==> src/rtl/mixer_valve_seq.sv <==
// mixer_valve_seq: valve/pump sequencer for one rotary mixer node.
// Fills the ring from inlet a, then inlet b, mixes for a fixed number of
// pump rotations and drains to outlet y once the downstream node is ready.
// Optional feature macro: MIXER_VALVE_SEQ_ABORT_EN adds abort/flush to waste.
//
// state    | meaning
// ---------+-----------------------------------------------------------
// S_IDLE   | waiting for start, everything closed
// S_FILL_A | inlet a open while a_vld, counting filled cycles
// S_FILL_B | inlet b open while b_vld, counting filled cycles
// S_MIX    | pump cycling, MIX_ROTATIONS full rotations
// S_WAIT_Y | mix finished, waiting for downstream y_rdy
// S_DRAIN  | outlet open, pump cycling, DRAIN_CYCLES long
// S_DONE   | one-cycle completion pulse
// S_FLUSH  | (abort build) waste valve open, pump cycling, DRAIN_CYCLES long

module mixer_valve_seq #(
    parameter int FILL_CYCLES   = 16,
    parameter int MIX_ROTATIONS = 8,
    parameter int PUMP_DIV      = 4,
    parameter int DRAIN_CYCLES  = 16
) (
    input  logic       clk,
    input  logic       rst,
    input  logic       start,
    input  logic       a_vld,
    input  logic       b_vld,
    input  logic       y_rdy,
`ifdef MIXER_VALVE_SEQ_ABORT_EN
    input  logic       abort,
    output logic       v_waste,
    output logic       aborted,
`endif
    output logic       v_a,
    output logic       v_b,
    output logic       v_y,
    output logic [2:0] pump,
    output logic       y_vld,
    output logic       busy,
    output logic       done
);

    // Zero-valued parameters behave as 1 so every phase lasts at least a cycle.
    localparam logic [15:0] F_EFF = (FILL_CYCLES   == 0) ? 16'd1 : 16'(FILL_CYCLES);
    localparam logic [15:0] R_EFF = (MIX_ROTATIONS == 0) ? 16'd1 : 16'(MIX_ROTATIONS);
    localparam logic [15:0] P_EFF = (PUMP_DIV      == 0) ? 16'd1 : 16'(PUMP_DIV);
    localparam logic [15:0] D_EFF = (DRAIN_CYCLES  == 0) ? 16'd1 : 16'(DRAIN_CYCLES);

    typedef enum logic [2:0] {
        S_IDLE,
        S_FILL_A,
        S_FILL_B,
        S_MIX,
        S_WAIT_Y,
        S_DRAIN,
        S_DONE
`ifdef MIXER_VALVE_SEQ_ABORT_EN
        , S_FLUSH
`endif
    } state_t;

    state_t      state_q, state_d;
    logic [15:0] cnt_q, cnt_d;
    logic [15:0] sc_q, sc_d;
    logic [2:0]  idx_q, idx_d;
    logic [15:0] rot_q, rot_d;
    logic        v_y_q, v_y_d;
    logic [2:0]  pump_q, pump_d;
    logic        busy_q, busy_d;
    logic        done_q, done_d;
`ifdef MIXER_VALVE_SEQ_ABORT_EN
    logic        v_waste_q, v_waste_d;
    logic        aborted_q, aborted_d;
`endif

    logic pumping;
    logic step_wrap;
    logic mix_end;
    logic fill_end;
    logic drain_end;

    function automatic logic [2:0] pump_pat(input logic [2:0] idx);
        case (idx)
            3'd0:    pump_pat = 3'b100;
            3'd1:    pump_pat = 3'b110;
            3'd2:    pump_pat = 3'b010;
            3'd3:    pump_pat = 3'b011;
            3'd4:    pump_pat = 3'b001;
            3'd5:    pump_pat = 3'b101;
            default: pump_pat = 3'b000;
        endcase
    endfunction

`ifdef MIXER_VALVE_SEQ_ABORT_EN
    assign pumping = (state_q == S_MIX) || (state_q == S_DRAIN) || (state_q == S_FLUSH);
`else
    assign pumping = (state_q == S_MIX) || (state_q == S_DRAIN);
`endif
    assign step_wrap = (sc_q + 16'd1) == P_EFF;
    assign mix_end   = step_wrap && (idx_q == 3'd5) && ((rot_q + 16'd1) == R_EFF);
    assign fill_end  = (cnt_q + 16'd1) == F_EFF;
    assign drain_end = (cnt_q + 16'd1) == D_EFF;

    // Next-state, counter and registered-output computation.
    always_comb begin
        state_d = state_q;
        cnt_d   = cnt_q;
        sc_d    = sc_q;
        idx_d   = idx_q;
        rot_d   = rot_q;

        if (pumping) begin
            if (step_wrap) begin
                sc_d = '0;
                if (idx_q == 3'd5) begin
                    idx_d = '0;
                    rot_d = rot_q + 16'd1;
                end else begin
                    idx_d = idx_q + 3'd1;
                end
            end else begin
                sc_d = sc_q + 16'd1;
            end
        end

        case (state_q)
            S_IDLE: begin
                if (start) begin
                    state_d = S_FILL_A;
                    cnt_d   = '0;
                end
            end
            S_FILL_A: begin
                if (a_vld) begin
                    if (fill_end) begin
                        state_d = S_FILL_B;
                        cnt_d   = '0;
                    end else begin
                        cnt_d = cnt_q + 16'd1;
                    end
                end
            end
            S_FILL_B: begin
                if (b_vld) begin
                    if (fill_end) begin
                        state_d = S_MIX;
                        cnt_d   = '0;
                        sc_d    = '0;
                        idx_d   = '0;
                        rot_d   = '0;
                    end else begin
                        cnt_d = cnt_q + 16'd1;
                    end
                end
            end
            S_MIX: begin
                if (mix_end) begin
                    state_d = y_rdy ? S_DRAIN : S_WAIT_Y;
                    cnt_d   = '0;
                    sc_d    = '0;
                    idx_d   = '0;
                    rot_d   = '0;
                end
            end
            S_WAIT_Y: begin
                if (y_rdy) begin
                    state_d = S_DRAIN;
                end
            end
`ifdef MIXER_VALVE_SEQ_ABORT_EN
            S_DRAIN, S_FLUSH: begin
`else
            S_DRAIN: begin
`endif
                if (drain_end) begin
                    state_d = S_DONE;
                    cnt_d   = '0;
                end else begin
                    cnt_d = cnt_q + 16'd1;
                end
            end
            S_DONE: begin
                state_d = S_IDLE;
            end
            default: begin
                state_d = S_IDLE;
            end
        endcase

`ifdef MIXER_VALVE_SEQ_ABORT_EN
        if (abort && ((state_q == S_FILL_A) || (state_q == S_FILL_B) ||
                      (state_q == S_MIX) || (state_q == S_WAIT_Y))) begin
            state_d = S_FLUSH;
            cnt_d   = '0;
            sc_d    = '0;
            idx_d   = '0;
            rot_d   = '0;
        end
`endif

        // Outputs are registered, so they are derived from the next state.
        busy_d = (state_d != S_IDLE) && (state_d != S_DONE);
        done_d = (state_d == S_DONE);
        v_y_d  = (state_d == S_DRAIN);
        pump_d = 3'b000;
        case (state_d)
`ifdef MIXER_VALVE_SEQ_ABORT_EN
            S_MIX, S_DRAIN, S_FLUSH: pump_d = pump_pat(idx_d);
`else
            S_MIX, S_DRAIN:          pump_d = pump_pat(idx_d);
`endif
            default:                 pump_d = 3'b000;
        endcase
`ifdef MIXER_VALVE_SEQ_ABORT_EN
        v_waste_d = (state_d == S_FLUSH);
        aborted_d = (state_d == S_DONE) && (state_q == S_FLUSH);
`endif
    end

    // State, counters and registered outputs; reset forces everything idle.
    always_ff @(posedge clk or posedge rst) begin
        if (rst) begin
            state_q   <= S_IDLE;
            cnt_q     <= '0;
            sc_q      <= '0;
            idx_q     <= '0;
            rot_q     <= '0;
            v_y_q     <= 1'b0;
            pump_q    <= 3'b000;
            busy_q    <= 1'b0;
            done_q    <= 1'b0;
`ifdef MIXER_VALVE_SEQ_ABORT_EN
            v_waste_q <= 1'b0;
            aborted_q <= 1'b0;
`endif
        end else begin
            state_q   <= state_d;
            cnt_q     <= cnt_d;
            sc_q      <= sc_d;
            idx_q     <= idx_d;
            rot_q     <= rot_d;
            v_y_q     <= v_y_d;
            pump_q    <= pump_d;
            busy_q    <= busy_d;
            done_q    <= done_d;
`ifdef MIXER_VALVE_SEQ_ABORT_EN
            v_waste_q <= v_waste_d;
            aborted_q <= aborted_d;
`endif
        end
    end

    // Inlet valves track their supply directly so a stalled upstream closes them at once.
    assign v_a   = (state_q == S_FILL_A) && a_vld;
    assign v_b   = (state_q == S_FILL_B) && b_vld;
    assign v_y   = v_y_q;
    assign y_vld = v_y_q;
    assign pump  = pump_q;
    assign busy  = busy_q;
    assign done  = done_q;
`ifdef MIXER_VALVE_SEQ_ABORT_EN
    assign v_waste = v_waste_q;
    assign aborted = aborted_q;
`endif

endmodule

==> config.mk <==
export PLATFORM = sky130hd
export DESIGN_NAME = mixer_valve_seq
export DESIGN_NICKNAME = d
export VERILOG_FILES = /design/src/rtl/mixer_valve_seq.sv
export SDC_FILE = /design/constraint.sdc
export NUM_CORES = 1
export LEC_CHECK = 0
export ABC_AREA = 1
export CAP_MARGIN = 20
export CELL_PAD_IN_SITES_DETAIL_PLACEMENT = 1
export CELL_PAD_IN_SITES_GLOBAL_PLACEMENT = 1
export CORE_ASPECT_RATIO = 1.4
export CORE_MARGIN = 1.5
export CORE_UTILIZATION = 40
export CTS_BUF_LIST = sky130_fd_sc_hd__clkbuf_4
export CTS_CLUSTER_DIAMETER = 60
export DETAILED_ROUTE_END_ITERATION = 6
export PLACE_DENSITY_LB_ADDON = 0.1
export SYNTH_ARGS = -nofsm -noshare
export SYNTH_HDL_FRONTEND = slang
export SYNTH_SLANG_ARGS = --single-unit
==> constraint.sdc <==
create_clock -name clk -period 2.4 [get_ports clk]
set_clock_uncertainty 0.15 [all_clocks]
set_input_delay 0.48 -clock clk [delete_from_list [all_inputs] [get_ports clk]]
set_output_delay 0.48 -clock clk [all_outputs]
set_load 0.005 [all_outputs]
Word level (Yosys, flattened, before mapping)

Cells that the tools add are included.

Reduce and logical (&&, ||, !) cells: 12
Equality and inequality tests: 22
Multiplexer cells: 38
Add/sub/neg operators: 4

Operators with widths:

| cell                                                 | count |
|---|---|
| 2-to-1 mux 16 bit                                    | 16 |
| case mux 16 bit (5 select lines)                     | 1 |
| case mux 16 bit (2 select lines)                     | 2 |
| adder 16 x 1 -> 16 bit, second input constant        | 3 |
| 2-to-1 mux 3 bit                                     | 15 |
| case mux 3 bit (6 select lines)                      | 2 |
| equality test 3 bit, second input constant           | 7 |
| equality test 16 x 3 -> 1 bit, second input constant | 1 |
| equality test 16 x 4 -> 1 bit, second input constant | 1 |
| equality test 16 x 5 -> 1 bit, second input constant | 1 |
| equality test 3 x 2 -> 1 bit, second input constant  | 5 |
| inequality test 2 bit, second input constant         | 4 |
| equality test 3 x 1 -> 1 bit, second input constant  | 2 |
| logical NOT 3 bit                                    | 2 |
| case mux 3 bit (2 select lines)                      | 1 |
| logical AND 1 bit                                    | 5 |
| AND reduction 5 bit                                  | 1 |
| nonzero test 5 bit                                   | 1 |
| adder 3 x 1 -> 3 bit, second input constant          | 1 |
| inequality test 3 bit, second input constant         | 1 |
| nonzero test 3 bit                                   | 1 |
| OR reduction 2 bit                                   | 1 |
| logical OR 1 bit                                     | 1 |
| 2-to-1 mux 1 bit                                     | 1 |

Output and inout port bits: 9
Word-level logic and storage cells: 85
Register bits after elaboration: 60
Input bits: 6

Longest topological paths before layout

Gate-level depths: netlist (run 1).

Depth after elaboration: 10
Gate-level depth with buffers: 18
Gate-level depth less buffers: 18

Worst setup path after synthesis (run 1)

No wires, ideal clock.

Path kind: reg-to-reg
Start: register rot_q[0]
End: register cnt_q[6]
Path slack: 0.045 ns
Data arrival time: 2.088 ns
Library setup time: 0.117 ns
Path buffers: 2
Required time: 2.133 ns
Period minus slack after synthesis: 2.355 ns
Stages on the path, launching flop included: 19
Cells stage by stage: dfrtp_1 > ha_1 > nand2_1 > nor2_1 > nand2_1 > nor2_1 > nand2_1 > nand2_1 > inv_1 > nor2_1 > nand2_1 > nor2_2 > nand2_4 > nand2_4 > nand3_4 > buf_6 > buf_8 > nand2_1 > nand2_1

Word-level cells in the longest chain between the ends: 5

RTL lines:

| what                            | RTL line | RTL |
|---|---|---|
| start, declared                 | 66       | `logic [15:0] rot_q, rot_d;` |
| start signal, assigned          | 241      | `rot_q <= rot_d;` |
| adder 16 x 1 -> 16 bit          | 100      | `assign mix_end = step_wrap && (idx_q == 3'd5) && ((rot_q + 16'd1) == R_EFF);` |
| equality test 16 x 4 -> 1 bit   | 100      |  |
| logical AND 1 bit               | 100      |  |
| inequality test 2 bit (no line) | -        |  |
| AND reduction 5 bit (no line)   | -        |  |
| end signal, assigned            | 238      | `cnt_q <= cnt_d;` |
| end, declared                   | 63       | `logic [15:0] cnt_q, cnt_d;` |

No other way between the ends.
A chain may end at the register's enable or synchronous reset.

Worst setup path after layout (run 1)

Start: register sc_q[3]
End: register cnt_q[0]

Word-level cells in the longest chain between the ends: 6

RTL lines:

| what                            | RTL line | RTL |
|---|---|---|
| start, declared                 | 64       | `logic [15:0] sc_q, sc_d;` |
| start signal, assigned          | 225      | `sc_q <= '0;` |
| start signal, assigned          | 239      | `sc_q <= sc_d;` |
| adder 16 x 1 -> 16 bit          | 99       | `assign step_wrap = (sc_q + 16'd1) == P_EFF;` |
| equality test 16 x 3 -> 1 bit   | 99       |  |
| logical AND 1 bit (2 in series) | 100      |  |
| inequality test 2 bit (no line) | -        |  |
| AND reduction 5 bit (no line)   | -        |  |

No other way between the ends.

==> impl_results.rst, run 1 <==
.. list-table::
   :header-rows: 1

   * - Metric
     - Value
   * - Post-Place Worst Slack
     - -0.372 ns
   * - RSZ-0062 raised after global routing
     - true
   * - Hold_buf cts
     - 0
   * - Total congestion overflow after global routing
     - 0
   * - TritonCTS Buffers
     - 9
   * - Share of flip-flops with an asynchronous set or reset after synthesis
     - 1.00
   * - Leakage power
     - 3.23 nW
   * - Number of synthesized register bits
     - 60
   * - Number of placed instances with taps included
     - 910
   * - Violated checks
     - setup timing
   * - Total number of H-tree levels
     - 3
   * - Source-to-sink clock delay at the later pin of the worst-skew pair
     - ~0.43 ns
   * - Half-perimeter wire length after placement
     - 10900 um
   * - Starting utilization of the core area
     - 0.411
   * - Number of standard cells in the final layout excluding fillers
     - 957
   * - Arrival time at the worst endpoint
     - between 2 and 3 ns
   * - Min Tclk post-route
     - 2.68 ns
   * - Count of flip-flops with a built-in enable after synthesis
     - 0
   * - Synthesized area divided by synthesized cell count
     - between 6 and 7 um^2
   * - Filler instances
     - 1416
   * - Number of nets with antenna violations after routing
     - 0
   * - Final-report setup violation count
     - 58
   * - Final Hold Violating Endpoints
     - 0
   * - Post-placement cell area
     - 5350 um^2
   * - Worst Path Required
     - 2.63 ns
   * - Period utilisation layout
     - 1.12
   * - Weighted congestion reported at the end of routability-driven placement
     - 0.939
   * - Commonest cells after routing, fill and taps aside
     - sky130_fd_sc_hd__nand2_1, sky130_fd_sc_hd__buf_4, sky130_fd_sc_hd__inv_1, sky130_fd_sc_hd__nor2_1, sky130_fd_sc_hd__dfrtp_1
   * - Number of global-route vias before repair
     - 5358
   * - Maximum number of pins on one net before global-route repair
     - 61
   * - Syn Nets
     - between 600 and 700
   * - Worst hold-check path type
     - input port to asynchronous set/reset pin
   * - CTS Sinks
     - 60
   * - Cell at the root of the clock tree
     - sky130_fd_sc_hd__clkbuf_4
   * - Outcome
     - complete, but fails checks
   * - Number of remaining DRC errors
     - 0
   * - Average vias per placed instance
     - ~5.2
   * - Library cells used by synthesis
     - 37
   * - TritonCTS clock tree
     - done
   * - Sequential cell area fraction in the yosys report
     - 0.338
   * - Cell area after synthesis
     - 4440 um^2
   * - Share of final-layout standard cells stronger than drive strength 1
     - 0.356
   * - Max cap viols
     - 0
   * - Tightest slew margin relative to the limit
     - 0.715
   * - Die Span X
     - 92.1 um
   * - Ports
     - 15
   * - Yosys warning count
     - 0
   * - Critical path peak fanout
     - 6
   * - Worst-case register-to-register setup slack
     - -0.28 ns
   * - Worst ir drop on vdd
     - 0.264 mV
   * - Layout Nets
     - 820
   * - Deepest clock path buffer count
     - 2
   * - Clock transition time at the flip-flop clock pins of the worst setup and hold paths
     - 0.13 ns
   * - Count of mapped cells out of synthesis
     - around 680
   * - Fin area
     - 6330 um^2
   * - Post-route setup slack
     - -0.277 ns
   * - Worst-margin pin slew
     - roughly 0.42 ns
   * - First-pass GRT wire length
     - between 20000 and 25000 um
   * - Ratio of total power to cell area
     - 267 nW/um^2
   * - Type of origin of the critical path
     - flip-flop
   * - Per-cell routed wire length
     - 16.5 um
   * - Number of buffers added on ports
     - 14
   * - Endpoint class of the critical path
     - flip-flop
   * - Height of the die
     - 128 um
   * - Final wirelength
     - ~16000 um
   * - Fmax
     - 374 MHz
   * - Syn-to-layout area delta
     - 42.5%
   * - Number of DRC violations after detailed-routing iteration 0
     - 214
   * - Worst setup path category
     - flip-flop to flip-flop
   * - Most common cell after layout, fill and taps aside
     - sky130_fd_sc_hd__nand2_1
   * - Max-slew violation count
     - 0
   * - First-pass detailed-route iteration total
     - 4
   * - Site row count
     - 45
   * - Area of the core region
     - 10800 um^2
   * - Overall Global Routing Usage
     - 0.262
   * - DIE AREA
     - 11800 um^2
   * - Vias after detailed routing
     - between 4000 and 5000
   * - Dominant register cell in the synthesized netlist
     - sky130_fd_sc_hd__dfrtp_1
   * - Number of antenna violations at the first check in global routing
     - 1
sequential cells by signal (all words and copies together) (netlist names), 3 cells and up:
register and count:
sc_q 16, pump 3, rot_q 16, state_q 3, idx_q 3, cnt_q 16
worst max-delay path, cell delays in order (launching register included):
cell,delay [ns]
sky130_fd_sc_hd__dfrtp_1,0.48
sky130_fd_sc_hd__nand2_2,0.16
sky130_fd_sc_hd__nor2_4,0.25
sky130_fd_sc_hd__nand3_2,0.11
sky130_fd_sc_hd__nand2_2,0.08
sky130_fd_sc_hd__nand2_2,0.07
sky130_fd_sc_hd__nor2_2,0.12
sky130_fd_sc_hd__nand3_2,0.10
sky130_fd_sc_hd__nor2_4,0.28
sky130_fd_sc_hd__nand2_4,0.10
sky130_fd_sc_hd__nand2_4,0.10
sky130_fd_sc_hd__nand3_4,0.07
sky130_fd_sc_hd__nor2_4,0.25
sky130_fd_sc_hd__clkbuf_16,0.21
sky130_fd_sc_hd__nand2_4,0.04
sky130_fd_sc_hd__nand2_2,0.05
layout make-up:
| class | count | area (um^2) | area share |
|---|---|---|---|
| Clock inverter | 7 | 43.8 | 0.00692 |
| Timing Repair Buffer | 130 | 1170 | 0.185 |
| Inverter | 93 | 357 | 0.0564 |
| Sequential cell | 60 | 1510 | 0.238 |
| Tap cell | 141 | 176 | 0.0279 |
| Antenna cell | 1 | 2.50 | 0.000395 |
| Multi-Input combinational cell | 516 | 3000 | 0.475 |
| Clock buffer | 9 | 67.6 | 0.0107 |
synthesized netlist by cell type, types with 4 or more instances:
| cell type | n | area share |
|---|---|---|
| sky130_fd_sc_hd__o21bai_1 | 4 | 0.0068 |
| sky130_fd_sc_hd__xnor2_1 | 4 | 0.0079 |
| sky130_fd_sc_hd__nand2_1 | 228 | 0.19 |
| sky130_fd_sc_hd__nand3b_1 | 4 | 0.0068 |
| sky130_fd_sc_hd__inv_2 | 5 | 0.0042 |
| sky130_fd_sc_hd__ha_1 | 4 | 0.011 |
| sky130_fd_sc_hd__nor2_1 | 97 | 0.082 |
| sky130_fd_sc_hd__inv_1 | 88 | 0.074 |
| sky130_fd_sc_hd__nand3_1 | 52 | 0.059 |
| sky130_fd_sc_hd__xor2_1 | 4 | 0.0079 |
| sky130_fd_sc_hd__a21oi_1 | 23 | 0.026 |
| sky130_fd_sc_hd__nor2_4 | 6 | 0.015 |
| sky130_fd_sc_hd__nor2_2 | 10 | 0.014 |
| sky130_fd_sc_hd__nand4_1 | 23 | 0.032 |
| sky130_fd_sc_hd__o21ai_2 | 4 | 0.0079 |
| sky130_fd_sc_hd__nand2_2 | 7 | 0.0099 |
| sky130_fd_sc_hd__nor3_1 | 5 | 0.0056 |
| sky130_fd_sc_hd__o21ai_0 | 13 | 0.015 |
| sky130_fd_sc_hd__o21ai_1 | 7 | 0.0079 |
| sky130_fd_sc_hd__dfrtp_1 | 60 | 0.34 |
stage by stage:
| stage | hold slack (ns) | util | total power, mW | setup TNS, ns |
|---|---|---|---|---|
| after floorplan | 0.321 | - | 1.05 | 0 |
| after global placement | 0.352 | 0.495 | 1.07 | -5.31 |
| after detailed placement | 0.354 | 0.495 | 1.07 | -13.31 |
| after CTS | 0.281 | 0.540 | 1.71 | -3.61 |
| after global routing | 0.316 | 0.585 | 1.75 | -16.71 |
| final | 0.277 | 0.585 | 1.69 | -10.40 |
logic make-up (layout without fill, tap and decap cells):
group | count (synthesis) | after routing | share of synthesized area
buffers and inverters | 105 | 239 | 0.101
XOR/XNOR | 8 | 8 | 0.0158
AO/OA/AOI/OAI | 58 | 58 | 0.0775
adder cells (fa/ha/maj) | 4 | 4 | 0.0113
AND/OR/NAND/NOR | 446 | 446 | 0.456
other | 0 | 1 | 0
flip-flops | 60 | 60 | 0.338
per-layer routing:
metal	vias up	routed length, um	track usage
met4	0	390	0.0959
met1	2475	5890	0.262
met3	30	340	0.0427
li1	2411	-	-
met2	68	9140	0.527
met5	-	0	0
what timing repair did:
| action | CTS | global route |
|---|---|---|
| setup buffers | 15 | 12 |
| gates resized for setup | 83 | 87 |
| setup endpoints to repair | 62 | 61 |
| pin swaps | 21 | 44 |
| gates cloned | 0 | 3 |
final timing paths:
check / startpoint / to / depth (start not counted)
worst max-delay path: sc_q[3] / cnt_q[0] / 15
worst min-delay path: rst / pump[0] / 3
worst max register to register: sc_q[3] / cnt_q[0] / 15
worst min register to register: cnt_q[15] / cnt_q[15] / 2
max in group asynchronous: rst / rot_q[2] / 3
min in group clk: cnt_q[15] / cnt_q[15] / 2
where the power goes:
part           internal (mW)  switching (mW)
combinational         0.0129          0.0268
sequential              1.01               0
clock                  0.204           0.435
total                   1.23           0.461
Power figures use the tool's default switching activity.
==> inputs of run 2 (changes only) <==
- CTS_CLUSTER_DIAMETER: 60 -> 80
- clock period: 2.4 -> 2.3 ns (I/O delays scaled with it)
==> run 2 against run 1 <==
  * The run ends with DRC, setup timing left
  * Setup slack got worse by 0.11 ns
  * Total power rose by 3.0%
  * Die area did not move
  * Clock power rose by 0.6%
  * Cell area increased by 7.9%
  * Combinational power grew 6.5%
  * Global-route usage rose by 2.0 points
  * Critical path depth rose by 1
  * Non-clock buffer count rose by 25
  * Routed wire length increased by 31%
  * Critical path type unchanged
  * Largest power group unchanged
  * Highest routed layer unchanged
==> impl_results.rst, run 2 (synthesized netlist as in run 1, its figures left out) <==
.. list-table::
   :header-rows: 1

   * - Metric
     - Value
   * - Outcome
     - complete, but fails checks
   * - Violated checks
     - DRC, setup timing
   * - Post-placement cell area
     - 5580 um^2 (+4.2%)
   * - Share of final-layout standard cells stronger than drive strength 1
     - 0.447 (+0.0917)
   * - Ports
     - 15 (unchanged)
   * - Total number of H-tree levels
     - 3 (unchanged)
   * - Worst-margin pin slew
     - 0.439 ns (+0.0166 ns)
   * - Clock transition time at the flip-flop clock pins of the worst setup and hold paths
     - 0.13 ns (about the same)
   * - Worst hold-check path type
     - input port to asynchronous set/reset pin
   * - Fin area
     - 6830 um^2 (+7.9%)
   * - Family of cells with the greatest summed delay on the critical path
     - simple AND/OR/NAND/NOR gates
   * - DIE AREA
     - 11800 um^2 (unchanged)
   * - Final wirelength
     - 20600 um (+31%)
   * - Per-cell routed wire length
     - 21.0 um (+28%)
   * - CTS Sinks
     - 60 (unchanged)
   * - Deepest clock path buffer count
     - 2 (unchanged)
   * - Worst-path cell with the longest stage delay
     - sky130_fd_sc_hd__dfrtp_2
   * - Period utilisation layout
     - 1.17 (+0.0529)
   * - CP bufs+invs
     - 2 (+1)
   * - TritonCTS clock tree
     - done
   * - Ratio of total power to cell area
     - 255 nW/um^2 (-4.6%)
   * - Leakage power
     - 3.51 nW (+8.8%)
   * - Overall Global Routing Usage
     - 0.281 (+0.0195)
   * - Most frequent CP cell
     - sky130_fd_sc_hd__nand2_1
   * - Endpoint class of the critical path
     - flip-flop
   * - Weighted congestion reported at the end of routability-driven placement
     - 0.880 (-6.3%)
   * - Final Hold Violating Endpoints
     - 0 (unchanged)
   * - Area of the multi-input gates
     - 3300 um^2 (+10%)
   * - Number of nets with antenna violations after routing
     - 0 (unchanged)
   * - Number of global-route vias before repair
     - 5601 (+4.5%)
   * - Worst Path Required
     - 2.56 ns (-0.07 ns)
   * - First-pass GRT wire length
     - 26200 um (+7.8%)
   * - Number of DRC violations after detailed-routing iteration 0
     - 227 (+6.1%)
   * - Critical path peak fanout
     - 8 (+2)
   * - Site row count
     - 45 (unchanged)
   * - Syn-to-layout area delta
     - 53.7%
   * - Min Tclk post-route
     - 2.69 ns (+0.0102 ns)
   * - Half-perimeter wire length after placement
     - 11500 um (+6.1%)
   * - Maximum cell stage delay along the critical path
     - 0.46 ns (-0.02 ns)
   * - Area of the core region
     - 10800 um^2 (unchanged)
   * - Sequential standard cell area
     - 1510 um^2 (+0.25%)
   * - Total congestion overflow after global routing
     - 0 (unchanged)
   * - Filler instances
     - 1344 (-5.1%)
   * - Layout Nets
     - 845 (+3.0%)
   * - Commonest cells after routing, fill and taps aside
     - sky130_fd_sc_hd__nand2_1, sky130_fd_sc_hd__buf_4, sky130_fd_sc_hd__inv_1, sky130_fd_sc_hd__nor2_1, sky130_fd_sc_hd__dfrtp_1
   * - Largest registers
     - cnt_q x16, rot_q x16, sc_q x16
   * - Max-slew violation count
     - 0 (unchanged)
   * - Average vias per placed instance
     - 5.55 (+6.6%)
   * - Worst ir drop on vdd
     - 0.235 mV (-11%)
   * - Number of antenna violations at the first check in global routing
     - 1 (unchanged)
   * - Worst setup path category
     - flip-flop to flip-flop
   * - Sequence of cells on the critical path
     - ha_4 > nand3_4 > nor2_8 > nand4_1 > nand2_2 > buf_6 > nand3b_1 > nor2_4 > nand4_1 > nand2_1 > nand2_2 > nor2_2 > nand2_1 > nand2_1 > nand2_1 > inv_1
   * - Type of origin of the critical path
     - flip-flop
   * - Fmax
     - 372 MHz (-0.38%)
   * - Final-report setup violation count
     - 60 (+3.4%)
   * - Number of buffers added on ports
     - 14 (unchanged)
   * - Source-to-sink clock delay at the later pin of the worst-skew pair
     - 0.45 ns (+0.02 ns)
   * - Most common cell after layout, fill and taps aside
     - sky130_fd_sc_hd__nand2_1
   * - Number of remaining DRC errors
     - 2 (+2)
   * - Arrival time at the worst endpoint
     - 2.95 ns (+0.05 ns)
   * - Post-route setup slack
     - -0.387 ns (-0.110 ns)
   * - Cell at the root of the clock tree
     - sky130_fd_sc_hd__clkbuf_4
   * - Maximum number of pins on one net before global-route repair
     - 49 (-20%)
   * - RSZ-0062 raised after global routing
     - true
   * - Number of standard cells in the final layout excluding fillers
     - 980 (+2.4%)
   * - TritonCTS Buffers
     - 9 (unchanged)
   * - Height of the die
     - 128 um (unchanged)
   * - Worst hold slack across all endpoints
     - 0.120 ns (-0.157 ns)
   * - Starting utilization of the core area
     - 0.411 (unchanged)
   * - First-pass detailed-route iteration total
     - 6 (+2)
   * - Total design power
     - 1.74 mW (+3.0%)
   * - Vias after detailed routing
     - 5439 (+9.1%)
   * - Max cap viols
     - 0 (unchanged)
   * - Number of placed instances with taps included
     - 935 (+2.7%)
   * - Die Span X
     - 92.1 um (unchanged)
   * - Tightest slew margin relative to the limit
     - 0.704 (-0.0112)
run 2: path summary, 6_finish.rpt:
path,start,to,slack (ns),cells past startpoint
min in group clk,cnt_q[15],cnt_q[15],0.42,2
hold reg to reg,cnt_q[15],cnt_q[15],0.42,2
max in group asynchronous,rst,cnt_q[7],1.27,3
hold / removal,rst,rot_q[0],0.12,2
setup reg to reg,sc_q[0],pump[0],-0.39,16
setup / recovery,sc_q[0],pump[0],-0.39,16
run 2: worst register-to-register path, stage by stage, from the launching register on:
cell and delay, ns:
sky130_fd_sc_hd__dfrtp_2 0.46, sky130_fd_sc_hd__ha_4 0.18, sky130_fd_sc_hd__nand3_4 0.13, sky130_fd_sc_hd__nor2_8 0.21, sky130_fd_sc_hd__nand4_1 0.15, sky130_fd_sc_hd__nand2_2 0.12, sky130_fd_sc_hd__buf_6 0.11, sky130_fd_sc_hd__nand3b_1 0.16
sky130_fd_sc_hd__nor2_4 0.14, sky130_fd_sc_hd__nand4_1 0.21, sky130_fd_sc_hd__nand2_1 0.16, sky130_fd_sc_hd__nand2_2 0.11, sky130_fd_sc_hd__nor2_2 0.12, sky130_fd_sc_hd__nand2_1 0.06, sky130_fd_sc_hd__nand2_1 0.08, sky130_fd_sc_hd__nand2_1 0.05
sky130_fd_sc_hd__inv_1 0.05
run 2: what timing repair did:
action / CTS / global route
gates cloned: 1 / 2
resized for setup: 105 / 161
endpoints found under the setup margin: 62 / 61
hold buffers: 0 / 0
pin swaps: 12 / 38
buffers inserted: 16 / 16
run 2: per-layer routing:
layer / vias to the layer above / track usage / part of all wire
met3: 105 / 0.0344 / 0.031
met2: 176 / 0.569 / 0.55
met4: 0 / 0.124 / 0.069
li1: 2468 / - / -
met5: - / 0 / 0
met1: 2690 / 0.279 / 0.35
run 2: area by class of cell:
| class | instances | area share |
|---|---|---|
| multi-input cells | 516 | 0.484 |
| flip-flops and latches | 60 | 0.222 |
| diodes | 1 | 0.000366 |
| clock inverters | 5 | 0.00311 |
| well taps | 141 | 0.0258 |
| inverters | 93 | 0.0522 |
| clock buffers | 9 | 0.00989 |
| repair buffers | 155 | 0.203 |
run 2: per-stage QoR:
step	TNS [ns]	setup slack, ns	util
after floorplan	-0.0367	-0.00456	-
after global placement	-12.41	-0.262	0.516
after detailed placement	-19.92	-0.395	0.516
after CTS	-8.43	-0.221	0.567
after global routing	-23.94	-0.550	0.632
final	-16.26	-0.387	0.632
run 2: report_power, final:
group | switching [mW] | internal [mW]
logic | 0.0301 | 0.0122
registers | 0 | 1.05
clock network | 0.447 | 0.196
total | 0.477 | 1.26
